<file path="src/rtl/lsu_pkg.sv">
// Shared definitions for the load/store unit: op encodings, access sizes,
// controller states and small op-decode helpers.
package lsu_pkg;

    typedef enum logic [2:0] {
        LW  = 3'd0,
        LH  = 3'd1,
        LHU = 3'd2,
        LB  = 3'd3,
        LBU = 3'd4,
        SW  = 3'd5,
        SH  = 3'd6,
        SB  = 3'd7
    } op_e;

    typedef enum logic [1:0] {
        BYTE = 2'd0,
        HALF = 2'd1,
        WORD = 2'd2
    } size_e;

    typedef enum logic [1:0] {
        IDLE   = 2'd0,
        ACCESS = 2'd1,
        RESP   = 2'd2
    } state_e;

    function automatic logic is_store(input op_e op);
        return op inside {SW, SH, SB};
    endfunction

    function automatic logic is_signed(input op_e op);
        return op inside {LH, LB};
    endfunction

    function automatic size_e op_size(input op_e op);
        case (op)
            LW, SW:      return WORD;
            LH, LHU, SH: return HALF;
            default:     return BYTE;
        endcase
    endfunction

endpackage

</file>
<file path="src/rtl/lsu_lane_ext.sv">
// Lane decode for one access: byte-lane select for the memory and the
// lane-extracted, sign/zero-extended load result.
module lsu_lane_ext
    import lsu_pkg::*;
(
    input  logic [31:0] word,
    input  logic [1:0]  addr_lo,
    input  op_e         op,
    output logic [31:0] ext,
    output logic [3:0]  sel
);

    logic [7:0]  byte_v;
    logic [15:0] half_v;

    always_comb begin
        // NOTE: every output gets a default before the case so no path leaves it unassigned (no latch).
        ext    = word;
        sel    = 4'b1111;
        byte_v = word[{addr_lo, 3'b000} +: 8];
        half_v = addr_lo[1] ? word[31:16] : word[15:0];
        unique case (op_size(op))
            BYTE: begin
                sel = 4'b0001 << addr_lo;
                ext = is_signed(op) ? {{24{byte_v[7]}}, byte_v} : {24'h0, byte_v};
            end
            HALF: begin
                sel = addr_lo[1] ? 4'b1100 : 4'b0011;
                ext = is_signed(op) ? {{16{half_v[15]}}, half_v} : {16'h0, half_v};
            end
            default: ;
        endcase
    end

endmodule

</file>
<file path="src/rtl/lsu_mem_ctrl.sv">
// Load/store unit: accepts one byte-addressed request per handshake, checks
// alignment/range, drives one memory access cycle and returns a response pulse.
module lsu_mem_ctrl
    import lsu_pkg::*;
#(
    parameter int DEPTH = 1024,
    parameter int AW    = 22
) (
    input  logic          clk,
    input  logic          clr_n,
    input  logic          req_valid,
    output logic          req_ready,
    input  logic [2:0]    req_op,
    input  logic [AW-1:0] req_addr,
    input  logic [31:0]   req_wdata,
    output logic          resp_valid,
    output logic [31:0]   resp_rdata,
    output logic          resp_err,
    output logic          mem_str,
    output logic          mem_ld,
    output logic [3:0]    mem_sel,
    output logic [19:0]   mem_addr,
    output logic [31:0]   mem_wdata,
    input  logic [31:0]   mem_rdata
);

    localparam logic [31:0] DEPTH_U = DEPTH;

    state_e        state, state_nxt;
    op_e           op_q;
    op_e           req_op_e;
    logic [AW-1:0] addr_q;
    logic [31:0]   wdata_q, rdata_q, ext;
    logic [3:0]    sel;
    logic          err_q, accept, misaligned, out_of_range, req_err;

    assign req_op_e = op_e'(req_op);
    assign accept   = (state == IDLE) && req_valid;

    always_comb begin
        misaligned = 1'b0;
        unique case (op_size(req_op_e))
            WORD:    misaligned = |req_addr[1:0];
            HALF:    misaligned = req_addr[0];
            default: misaligned = 1'b0;
        endcase
    end

    assign out_of_range = 32'(req_addr[AW-1:2]) >= DEPTH_U;
    assign req_err      = misaligned || out_of_range;

    lsu_lane_ext u_lane_ext (
        .word    (mem_rdata),
        .addr_lo (addr_q[1:0]),
        .op      (op_q),
        .ext     (ext),
        .sel     (sel)
    );

    always_ff @(posedge clk) begin
        // NOTE: sequential state uses non-blocking assignments so every register samples pre-edge values.
        if (!clr_n) state <= IDLE;
        else        state <= state_nxt;
    end

    always_comb begin
        state_nxt  = state;
        req_ready  = 1'b0;
        resp_valid = 1'b0;
        mem_str    = 1'b0;
        mem_ld     = 1'b0;
        mem_sel    = 4'b0000;
        unique case (state)
            IDLE: begin
                req_ready = 1'b1;
                if (req_valid) state_nxt = req_err ? RESP : ACCESS;
            end
            ACCESS: begin
                mem_str   = is_store(op_q);
                mem_ld    = !is_store(op_q);
                mem_sel   = sel;
                state_nxt = RESP;
            end
            RESP: begin
                resp_valid = 1'b1;
                state_nxt  = IDLE;
            end
            default: state_nxt = IDLE;
        endcase
    end

    // Request fields are captured only at acceptance; load data lands during ACCESS.
    always_ff @(posedge clk) begin
        if (!clr_n) begin
            op_q    <= LW;
            addr_q  <= '0;
            wdata_q <= '0;
            err_q   <= 1'b0;
            rdata_q <= '0;
        end else if (accept) begin
            op_q    <= req_op_e;
            addr_q  <= req_addr;
            wdata_q <= req_wdata;
            err_q   <= req_err;
            rdata_q <= '0;
        end else if (state == ACCESS && !is_store(op_q)) begin
            rdata_q <= ext;
        end
    end

    assign resp_rdata = rdata_q;
    assign resp_err   = err_q && (state == RESP);
    assign mem_addr   = 20'(addr_q[AW-1:2]);
    assign mem_wdata  = wdata_q;

endmodule
</file>
<file path="config.mk">
export PLATFORM = sky130hd
export DESIGN_NAME = lsu_mem_ctrl
export DESIGN_NICKNAME = d
export VERILOG_FILES = /design/src/rtl/lsu_pkg.sv /design/src/rtl/lsu_lane_ext.sv /design/src/rtl/lsu_mem_ctrl.sv
export SDC_FILE = /design/constraint.sdc
export NUM_CORES = 1
export LEC_CHECK = 0
export BUFFER_PORTS_ARGS = -buffer_cell sky130_fd_sc_hd__buf_2
export CAP_MARGIN = 40
export CORE_MARGIN = 1.5
export CORE_UTILIZATION = 45
export CTS_BUF_LIST = sky130_fd_sc_hd__clkbuf_8
export CTS_CLUSTER_DIAMETER = 100
export CTS_CLUSTER_SIZE = 40
export DETAILED_ROUTE_END_ITERATION = 16
export PLACE_DENSITY = 0.84
export SLEW_MARGIN = 25
export SYNTH_ARGS = -nofsm -noshare
export SYNTH_HDL_FRONTEND = slang
export SYNTH_SLANG_ARGS = --single-unit
</file>
<file path="constraint.sdc">
create_clock -name clk -period 1.51 [get_ports clk]
set_input_delay 0.302 -clock clk [delete_from_list [all_inputs] [get_ports clk]]
set_output_delay 0.302 -clock clk [all_outputs]
set_load 0.02 [all_outputs]
</file>
==> results.sh, run 1 <==
export IMPL_finalNetCount=818
export IMPL_cts_tree="done"
export IMPL_peakVddDrop_mv=0.5078
export IMPL_fin_cells=863
export IMPL_placed_area_um2=5580
export IMPL_crit_required_ns=1.21
export IMPL_clock_skew_ns=0.009525
export IMPL_synth_mux_area_share_pct=6.853
export IMPL_sw_frac_of_total_pct=29.37
export IMPL_hold_violations=0
export IMPL_ys_seq_elements=92
export IMPL_startpoint_type="flip-flop"
export IMPL_synth_edff_count=0
export IMPL_violations="setup timing"
export IMPL_leakagePower_nw=2.868
export IMPL_period_share_pct=124.7
export IMPL_drtIter0Drc=163
export IMPL_grt_pass1_wl_mm=20.52
export IMPL_p_total_mw=5.400
export IMPL_critPathMaxStageDelay_ns=0.37
export IMPL_end_kind="output port"
export IMPL_synth_cell_types=49
export IMPL_die_x_um=102.7
export IMPL_io_buffers=184
export IMPL_p_sw_mw=1.586
export IMPL_gp_congestion=0.8862
export IMPL_grt_max_degree=62
export IMPL_yosys_area_top_type="dfxtp_1"
export IMPL_die_h_um=102.7
export IMPL_ioPinCount=185
export IMPL_timing_rr_start="addr_q[1]$_SDFFE_PN0P_"
export IMPL_grt_usage_pct=24.96
export IMPL_finalSetupViolCount=29
export IMPL_synth_xor_area_share_pct=0.1958
export IMPL_timing_hold_ws_ns=0.1655
export IMPL_synth_compound_area_share_pct=26.63
export IMPL_viasPerCell=5.304
export IMPL_holdPathEnd="mem_wdata[19]$_SDFFE_PN0P_"
export IMPL_clk_latency_ns=0.36
export IMPL_worst_ep_arrival_time_ns=1.58
export IMPL_min_from="req_wdata[19]"
export IMPL_ctsHoldBuffers=0
export IMPL_vias=4577
export IMPL_fin_tns_setup_ns=-2.459
export IMPL_fin_crit_ns=1.883
export IMPL_comb_power_share_pct=20.1
export IMPL_antenna_found_initial=1
export IMPL_avgSynthCellArea_um2=8.472
export IMPL_synthAdderAreaFrac_pct=0.5594
export IMPL_syn_num_nets=622
export IMPL_fin_util_pct=64.66
export IMPL_cts_buffers_inserted=9
export IMPL_grt_overflow=0
export IMPL_synth_top_area_share_pct=41.17
export IMPL_fmax_mhz=531.0
export IMPL_synth_simple_area_share_pct=16.62
export IMPL_crit_type="reg2out"
export IMPL_slew_violations=0
export IMPL_fin_area_um2=6291
export IMPL_whs_path_depth=3
export IMPL_cpMaxStageDelayCell="dfxtp_4"
export IMPL_core_rowCount=36
export IMPL_clk_path_buf_depth=2
export IMPL_rr_endpoint="resp_rdata[13]$_SDFFE_PP0P_"
export IMPL_htreeDepth=3
export IMPL_root_buffer="clkbuf_8"
export IMPL_cts_sinks=92
export IMPL_routed_wl_mm=13.57
export IMPL_drc_errors=0
export IMPL_final_layout_size_suffix_gt1_share_pct=46.09
export IMPL_synthTopCellsByCount="138 x nand2_1, 92 x dfxtp_1, 39 x a21boi_1, 28 x a21oi_1, 23 x o21ai_0"
export IMPL_synth_area_top_cells="dfxtp_1 41%, nand2_1 12%, a21boi_1 6.5%"
export IMPL_internal_power_mw=3.814
export IMPL_syn_inst=528
export IMPL_relSlewSlack_pct=59.15
export IMPL_dp_hpwl_mm=9.135
export IMPL_setup_ws_ns=-0.3731
export IMPL_p_per_area_nw_per_um2=858.4
export IMPL_worst_path_max_fanout=6
export IMPL_maxCapViolations=0
export IMPL_tightest_slew_ns=0.6094
export IMPL_dp_cells=827
export IMPL_dpl_worst_slack_ns=-0.2907
export IMPL_rr_worst_depth=6
export IMPL_ys_seq_area_share_pct=41.17
export IMPL_syn_area_um2=4473
export IMPL_crit_chain="or2_4 > a21oi_4 > inv_2 > a211oi_4 > buf_6"
export IMPL_rsz0062_at_grt="true"
export IMPL_worst_r2r_setup_slack_ns=-0.13
export IMPL_seq_power_share_pct=47.6
export IMPL_drtAntennaViolNets=0
export IMPL_detail_route_wl_per_cell_um=15.73
export IMPL_initial_utilization_pct=45.97
export IMPL_grt_pass1_vias=4425
export IMPL_clkTransAtPathRegs_ns=0.10
export IMPL_die_area_um2=10550
export IMPL_clockPowerShare_pct=32.3
export IMPL_firstDrtPassIters=5
export IMPL_ys_warn_count=0
export IMPL_hp_class="in2reg"
export IMPL_synth_ff_type="dfxtp_1"
export IMPL_synth_top_family_by_area="compound AO/OA/AOI/OAI gates"
export IMPL_async_reset_ff_share_pct=0
export IMPL_status="finished with violations"
export IMPL_synthToLayoutAreaGrowth_pct=40.64
export IMPL_synth_most_common_cell="nand2_1"
export IMPL_core_area_um2=9729
==> critical path, delay by kind of cell, from the launching register on <==
family	cells	cell delay (ns)
AO/OA/AOI/OAI	2	0.37
buffers and inverters	2	0.21
flip-flops	1	0.37
AND/OR/NAND/NOR	1	0.28
==> cells by family (layout without fill, tap and decap cells) <==
group                    after synthesis  count (layout)
AND/OR/NAND/NOR                      174             174
XOR/XNOR                               1               1
flip-flops                            92              92
other                                  0               1
adder cells (fa/ha/maj)                2               2
AO/OA/AOI/OAI                        172             172
buffers and inverters                 61             262
multiplexers                          26              26
==> power groups by stage <==
stage          Combinational (mW)  Clock, mW  Sequential [mW]
2_1_floorplan               0.555          0             2.68
3_3_place_gp                0.918          0             2.62
6_report                     1.09       1.74             2.57
3_5_place_dp                0.943          0             2.62
4_1_cts                      1.06       1.77             2.57
5_1_grt                      1.17       1.89             2.58
==> worst max-delay path by stage <==
| stage | startpoint | endpoint | slack, ns | cells past startpoint |
|---|---|---|---|---|
| final | op_q[0]$_SDFFE_PN0P_ | mem_sel[0] | -0.37 | 5 |
| after global routing | op_q[0]$_SDFFE_PN0P_ | mem_sel[0] | -0.44 | 5 |
| after CTS | op_q[0]$_SDFFE_PN0P_ | mem_sel[0] | -0.38 | 5 |
| after detailed placement | req_valid | resp_rdata[24]$_SDFFE_PP0P_ | -0.29 | 5 |
| after global placement | req_valid | resp_rdata[15]$_SDFFE_PP0P_ | -0.19 | 5 |
| after floorplan | op_q[2]$_SDFFE_PN0P_ | mem_sel[0] | -0.09 | 5 |
==> cells in the final DEF, fill, tap and decap left out, drive strengths merged, types with 7 or more instances in the layout <==
| cell | netlist | routed |
|---|---|---|
| buf | 40 | 237 |
| o21ai | 41 | 41 |
| dfxtp | 92 | 92 |
| mux2i | 12 | 12 |
| a21oi | 40 | 40 |
| inv | 8 | 11 |
| clkbuf | 13 | 11 |
| a221oi | 8 | 8 |
| a21boi | 59 | 59 |
| a22oi | 7 | 7 |
| a21o | 8 | 8 |
| nor2b | 8 | 8 |
| mux2 | 14 | 14 |
| nand2 | 140 | 140 |
| nor2 | 8 | 8 |
==> area by class of cell <==
| cell class | instances | area [um^2] |
|---|---|---|
| Fill cell | 796 | 3438 |
| Multi-Input combinational cell | 375 | 2536 |
| Sequential cell | 92 | 1861 |
| Timing Repair Buffer | 238 | 1484 |
| Tap cell | 133 | 166.4 |
| Clock buffer | 10 | 137.6 |
| Clock inverter | 6 | 68.82 |
| Inverter | 8 | 35.03 |
| Antenna cell | 1 | 2.502 |
==> metal layers <==
layer | up-vias | track usage, % | routed length [um]
met5 | - | 0 | 0
met4 | 0 | 14.54 | 562
met3 | 41 | 7.186 | 1158
met2 | 218 | 43.81 | 6724
met1 | 2130 | 26.78 | 5125
li1 | 2188 | - | -
==> state kept, by name (all words and copies together), names as in the netlist <==
signal and count:
addr_q 22, mem_wdata 32, err_q 1, op_q 3
resp_rdata 32, state 2
==> repair_timing <==
item | CTS | global route
gates resized for setup | 71 | 43
pin swaps | 25 | 21
buffers inserted | 17 | 9
setup endpoints to repair | 41 | 43
endpoints found under the hold margin | 0 | 0
gates cloned | 2 | 0
(Power assumes the default switching activity.)
==> inputs of run 2 (changes only) <==
RECOVER_POWER = 25   (was not set)
==> run 2 against run 1 <==
  * The run still ends with setup timing left
  * Global-route usage unchanged
  * Via count decreased by 0.52%
  * Final cell count unchanged
  * Count of clock-buffer cells in the layout unchanged
  * First-iteration DRC count decreased by 3.1%
  * Sequential power about the same
  * Wire length increased by 0.41%
  * Power about the same
  * Highest routed layer unchanged
==> results.sh, run 2 (synthesis gave the netlist of run 1 again) <==
export IMPL_status="finished with violations"
export IMPL_violations="setup timing"
export IMPL_die_x_um=102.7
export IMPL_ioPinCount=185
export IMPL_cpMaxStageDelayCell="dfxtp_4"
export IMPL_dpl_worst_slack_ns=-0.2907
export IMPL_maxCapViolations=0
export IMPL_firstDrtPassIters=4
export IMPL_grt_usage_pct=24.96
export IMPL_ctsHoldBuffers=0
export IMPL_worst_r2r_setup_slack_ns=-0.12
export IMPL_finalNetCount=818
export IMPL_layout_commonest_cell="buf_2"
export IMPL_worst_path_max_fanout=6
export IMPL_antenna_found_initial=1
export IMPL_initial_utilization_pct=45.97
export IMPL_rr_endpoint="resp_rdata[13]$_SDFFE_PP0P_"
export IMPL_grt_pass1_vias=4425
export IMPL_crit_chain="or2_4 > a21oi_4 > inv_2 > a211oi_4 > buf_6"
export IMPL_crit_type="reg2out"
export IMPL_end_kind="output port"
export IMPL_nFillCells=811
export IMPL_rsz0062_at_grt="true"
export IMPL_drtAntennaViolNets=0
export IMPL_drtIter0Drc=158
export IMPL_rr_worst_depth=6
export IMPL_final_cell_mix="139 x buf_2, 136 x nand2_1, 85 x dfxtp_1, 39 x a21boi_1, 39 x buf_4"
export IMPL_fin_crit_ns=1.883
export IMPL_crit_required_ns=1.21
export IMPL_cts_buffers_inserted=9
export IMPL_worstSetupEndpoint="mem_sel[0]"
export IMPL_synthToLayoutAreaGrowth_pct=39.64
export IMPL_tightest_slew_ns=0.6078
export IMPL_worst_ep_arrival_time_ns=1.58
export IMPL_slew_violations=0
export IMPL_grt_pass1_wl_mm=20.52
export IMPL_fmax_mhz=531.0
export IMPL_grt_overflow=0
export IMPL_startpoint_type="flip-flop"
export IMPL_period_share_pct=124.7
export IMPL_multi_input_comb_area_um2=2536
export IMPL_routed_wl_mm=13.63
export IMPL_io_buffers=184
export IMPL_dp_cells=827
export IMPL_cts_tree="done"
export IMPL_root_buffer="clkbuf_8"
export IMPL_htreeDepth=3
export IMPL_fin_cells=863
export IMPL_critPathMaxStageDelay_ns=0.37
export IMPL_hp_class="in2reg"
export IMPL_finalSetupViolCount=31
export IMPL_core_rowCount=36
export IMPL_relSlewSlack_pct=59.26
export IMPL_clk_latency_ns=0.36
export IMPL_clk_path_buf_depth=2
export IMPL_final_layout_size_suffix_gt1_share_pct=41.15
export IMPL_timing_rr_start="addr_q[1]$_SDFFE_PN0P_"
export IMPL_hold_violations=0
export IMPL_grt_max_degree=62
export IMPL_die_area_um2=10550
export IMPL_cts_sinks=92
export IMPL_setup_ws_ns=-0.3734
export IMPL_clkTransAtPathRegs_ns=0.10
export IMPL_p_per_area_nw_per_um2=864.0
export IMPL_drc_errors=0
export IMPL_clock_skew_ns=0.009820
export IMPL_core_area_um2=9729
export IMPL_regArea_um2=1861
export IMPL_detail_route_wl_per_cell_um=15.79
export IMPL_vias=4553
export IMPL_dp_hpwl_mm=9.135
export IMPL_viasPerCell=5.276
export IMPL_crit_start="op_q[0]$_SDFFE_PN0P_"
export IMPL_peakVddDrop_mv=0.5095
export IMPL_timing_hold_ws_ns=0.1627
export IMPL_leakagePower_nw=2.721
export IMPL_gp_congestion=0.8862
export IMPL_die_h_um=102.7
export IMPL_fin_tns_setup_ns=-2.509
[run 2: cell types whose count changed in the layout (fill, tap and decap cells not counted)]
cell	previous run	this run
buf_2	175	139
clkbuf_1	0	36
[run 2: metal layers]
metal | vias to the layer above | routed length [um] | track usage, %
met5 | - | 0 | 0
met4 | 0 | 556 | 14.54
met3 | 42 | 1159 | 7.186
met2 | 218 | 6754 | 43.81
met1 | 2107 | 5156 | 26.78
li1 | 2186 | - | -
[run 2: worst min path at each step]
stage	from	end	slack, ns	cells past startpoint
3_5_place_dp	mem_wdata[18]$_SDFFE_PN0P_	mem_wdata[18]$_SDFFE_PN0P_	0.44	2
4_1_cts	req_wdata[21]	mem_wdata[21]$_SDFFE_PN0P_	0.15	3
3_3_place_gp	mem_wdata[18]$_SDFFE_PN0P_	mem_wdata[18]$_SDFFE_PN0P_	0.44	2
6_report	req_wdata[19]	mem_wdata[19]$_SDFFE_PN0P_	0.16	3
2_1_floorplan	addr_q[10]$_SDFFE_PN0P_	addr_q[10]$_SDFFE_PN0P_	0.44	2
5_1_grt	req_wdata[21]	mem_wdata[21]$_SDFFE_PN0P_	0.14	3
[run 2: power breakdown]
group          leakage, nW  switching [mW]  total (mW)  internal (mW)
registers            0.755          0.0567        2.57           2.51
clock network        0.104           0.924        1.75          0.826
logic                 1.86           0.612        1.08          0.463
[run 2: worst max-delay path, delay by kind of cell (launching register included)]
family	cells	cell delay, ns
compound gates	2	0.37
flops	1	0.37
simple gates	1	0.28
buf+inv	2	0.21
[run 2: stage by stage]
stage / total power [mW] / area, um^2 / utilization [%]
finish: 5.397 / 6246 / 64.20
detailed placement: 3.568 / 5580 / 57.36
global placement: 3.537 / 5580 / 57.36
CTS: 5.395 / 6251 / 64.25
global route: 5.637 / 6246 / 64.20
floorplan: 3.232 / 4521 / -
[run 2: final cells by class]
class,instances,share of cell area (%)
Multi-Input combinational cell,375,40.60
Sequential cell,92,29.79
Timing Repair Buffer,238,23.04
Tap cell,133,2.664
Clock buffer,10,2.204
Clock inverter,6,1.102
Inverter,8,0.5609
Antenna cell,1,0.04006
[run 2: repair_timing]
item | CTS | global route
pin swaps | 25 | 21
resized for setup | 71 | 43
cloned | 2 | 0
setup buffers | 17 | 9
endpoints found under the setup margin | 41 | 43
hold endpoints to repair | 0 | 0
==> inputs of run 3 (changes only) <==
CORE_ASPECT_RATIO = 2   (was not set)
MAX_ROUTING_LAYER = met4   (was not set)
==> run 3 against run 2 <==
  * The flow still finishes with violations (setup timing)
  * Power is 2.2% higher
  * Register-to-register slack worse by 0.03 ns
  * Global-route usage increased by 1.4 points
  * Via count down 0.26%
  * Critical path depth unchanged
  * Fmax is 1.6% higher
  * First-iteration DRC count up 35%
  * Clock skew fell by 0.00064 ns
  * Utilization increased by 0.87 points
  * Cell area grew 1.0%
  * Die area increased by 0.34%
  * Non-clock buffer count stayed put
  * Critical path type unchanged
  * Critical endpoint unchanged
  * Largest cell class unchanged
==> results.sh, run 3 (synthesis gave the netlist of run 1 again) <==
export IMPL_status="finished with violations"
export IMPL_violations="setup timing"
export IMPL_grt_overflow=0
export IMPL_drtAntennaViolNets=0
export IMPL_layout_commonest_cell="buf_2"
export IMPL_setup_ws_ns=-0.3443
export IMPL_dpl_worst_slack_ns=-0.2879
export IMPL_whs_path_depth=3
export IMPL_die_h_um=144.0
export IMPL_gp_congestion=0.9342
export IMPL_end_kind="output port"
export IMPL_clockPowerShare_pct=33.6
export IMPL_p_per_area_nw_per_um2=873.6
export IMPL_drtIter0Drc=213
export IMPL_worst_path_max_fanout=5
export IMPL_finalNetCount=819
export IMPL_fin_crit_ns=1.854
export IMPL_detail_route_wl_per_cell_um=16.69
export IMPL_root_buffer="clkbuf_8"
export IMPL_crit_type="reg2out"
export IMPL_initial_utilization_pct=46.12
export IMPL_multi_input_comb_area_um2=2507
export IMPL_die_x_um=73.50
export IMPL_antenna_found_initial=0
export IMPL_core_area_um2=9699
export IMPL_hold_violations=0
export IMPL_placed_area_um2=5577
export IMPL_grt_pass1_wl_mm=21.10
export IMPL_worst_ep_arrival_time_ns=1.55
export IMPL_firstDrtPassIters=4
export IMPL_clk_latency_ns=0.36
export IMPL_peakVddDrop_mv=0.6410
export IMPL_grt_max_degree=62
export IMPL_hp_class="in2reg"
export IMPL_fmax_mhz=539.3
export IMPL_slew_violations=0
export IMPL_clock_skew_ns=0.009177
export IMPL_internal_power_mw=3.929
export IMPL_fin_util_pct=65.07
export IMPL_p_sw_mw=1.585
export IMPL_htreeDepth=3
export IMPL_leakagePower_nw=2.740
export IMPL_io_buffers=184
export IMPL_num_antenna_cells=0
export IMPL_relSlewSlack_pct=65.06
export IMPL_startpoint_type="flip-flop"
export IMPL_p_total_mw=5.514
export IMPL_rr_worst_depth=8
export IMPL_vias=4541
export IMPL_drc_errors=0
export IMPL_final_layout_size_suffix_gt1_share_pct=40.55
export IMPL_grt_usage_pct=26.34
export IMPL_period_share_pct=122.8
export IMPL_die_area_um2=10580
export IMPL_cts_tree="done"
export IMPL_finalSetupViolCount=36
export IMPL_synthToLayoutAreaGrowth_pct=41.09
export IMPL_fin_area_um2=6311
export IMPL_ctsHoldBuffers=0
export IMPL_routed_wl_mm=14.39
export IMPL_ioPinCount=185
export IMPL_nFillCells=865
export IMPL_cts_sinks=92
export IMPL_grt_pass1_vias=4497
export IMPL_sw_frac_of_total_pct=28.75
export IMPL_seq_power_share_pct=46.7
export IMPL_comb_power_share_pct=19.7
export IMPL_core_rowCount=51
export IMPL_cts_buffers_inserted=9
export IMPL_timing_hold_ws_ns=0.1611
export IMPL_maxCapViolations=0
export IMPL_tightest_slew_ns=0.5217
export IMPL_clkTransAtPathRegs_ns=0.10
export IMPL_rsz0062_at_grt="true"
export IMPL_viasPerCell=5.268
export IMPL_clk_path_buf_depth=2
export IMPL_regArea_um2=1861
export IMPL_crit_required_ns=1.21
export IMPL_final_cell_mix="140 x buf_2, 136 x nand2_1, 85 x dfxtp_1, 39 x a21boi_1"
export IMPL_dp_hpwl_mm=9.564
==> run 3: cell count changes in the layout (fill, tap and decap cells not counted), moves of 3 or more <==
cell / previous run / this run
o21ai_2: 6 / 0
buf_4: 39 / 36
clkbuf_16: 0 / 3
o21ai_0: 15 / 20
buf_6: 17 / 13
buf_12: 4 / 9
==> run 3: worst paths after layout <==
kind	slack [ns]	from	to
worst max-delay path	-0.34	op_q[2]$_SDFFE_PN0P_	mem_sel[0]
worst min-delay path	0.16	req_addr[3]	addr_q[3]$_SDFFE_PN0P_
worst max register to register	-0.15	op_q[0]$_SDFFE_PN0P_	resp_rdata[29]$_SDFFE_PP0P_
worst min register to register	0.45	mem_wdata[2]$_SDFFE_PN0P_	mem_wdata[2]$_SDFFE_PN0P_
==> run 3: worst max-delay path, stage by stage, from the launching register on <==
cell and delay [ns]:
dfxtp_2 0.35, or2_4 0.28, a21oi_4 0.15, inv_2 0.06, a211oi_4 0.20, buf_6 0.15
==> run 3: metal layers <==
| metal | track usage [%] | routed length (um) |
|---|---|---|
| met2 | 47.89 | 7976 |
| met1 | 25.23 | 4970 |
| met4 | 14.72 | 662 |
| met3 | 4.739 | 781 |
| met5 | - | 0 |
==> run 3: through the flow <==
| step | TNS (ns) | instances |
|---|---|---|
| 2_1_floorplan | -0.08634 | 528 |
| 3_3_place_gp | -4.260 | 824 |
| 6_report | -4.435 | 862 |
| 3_5_place_dp | -6.905 | 824 |
| 5_1_grt | -6.241 | 862 |
| 4_1_cts | -4.253 | 857 |
==> run 3: layout make-up <==
| class | count | share of cell area, % |
|---|---|---|
| repair buffers | 238 | 24.13 |
| clock buffers | 9 | 1.963 |
| inverters | 8 | 0.5155 |
| multi-input cells | 376 | 39.73 |
| well taps | 132 | 2.617 |
| flip-flops and latches | 92 | 29.48 |
| clock inverters | 7 | 1.566 |
==> run 3: power by group through the flow <==
stage | logic (mW) | clock network [mW] | registers [mW]
detailed placement | 0.944 | 0 | 2.63
CTS | 1.05 | 1.91 | 2.57
global route | 1.17 | 2.02 | 2.59
global placement | 0.921 | 0 | 2.62
floorplan | 0.555 | 0 | 2.68
finish | 1.09 | 1.85 | 2.57
==> run 3: timing repair <==
action                     CTS  global route
setup buffers               16             5
pin swaps                   28             9
setup endpoints to repair   50            44
gates resized for setup     69            19
gates cloned                 1             3
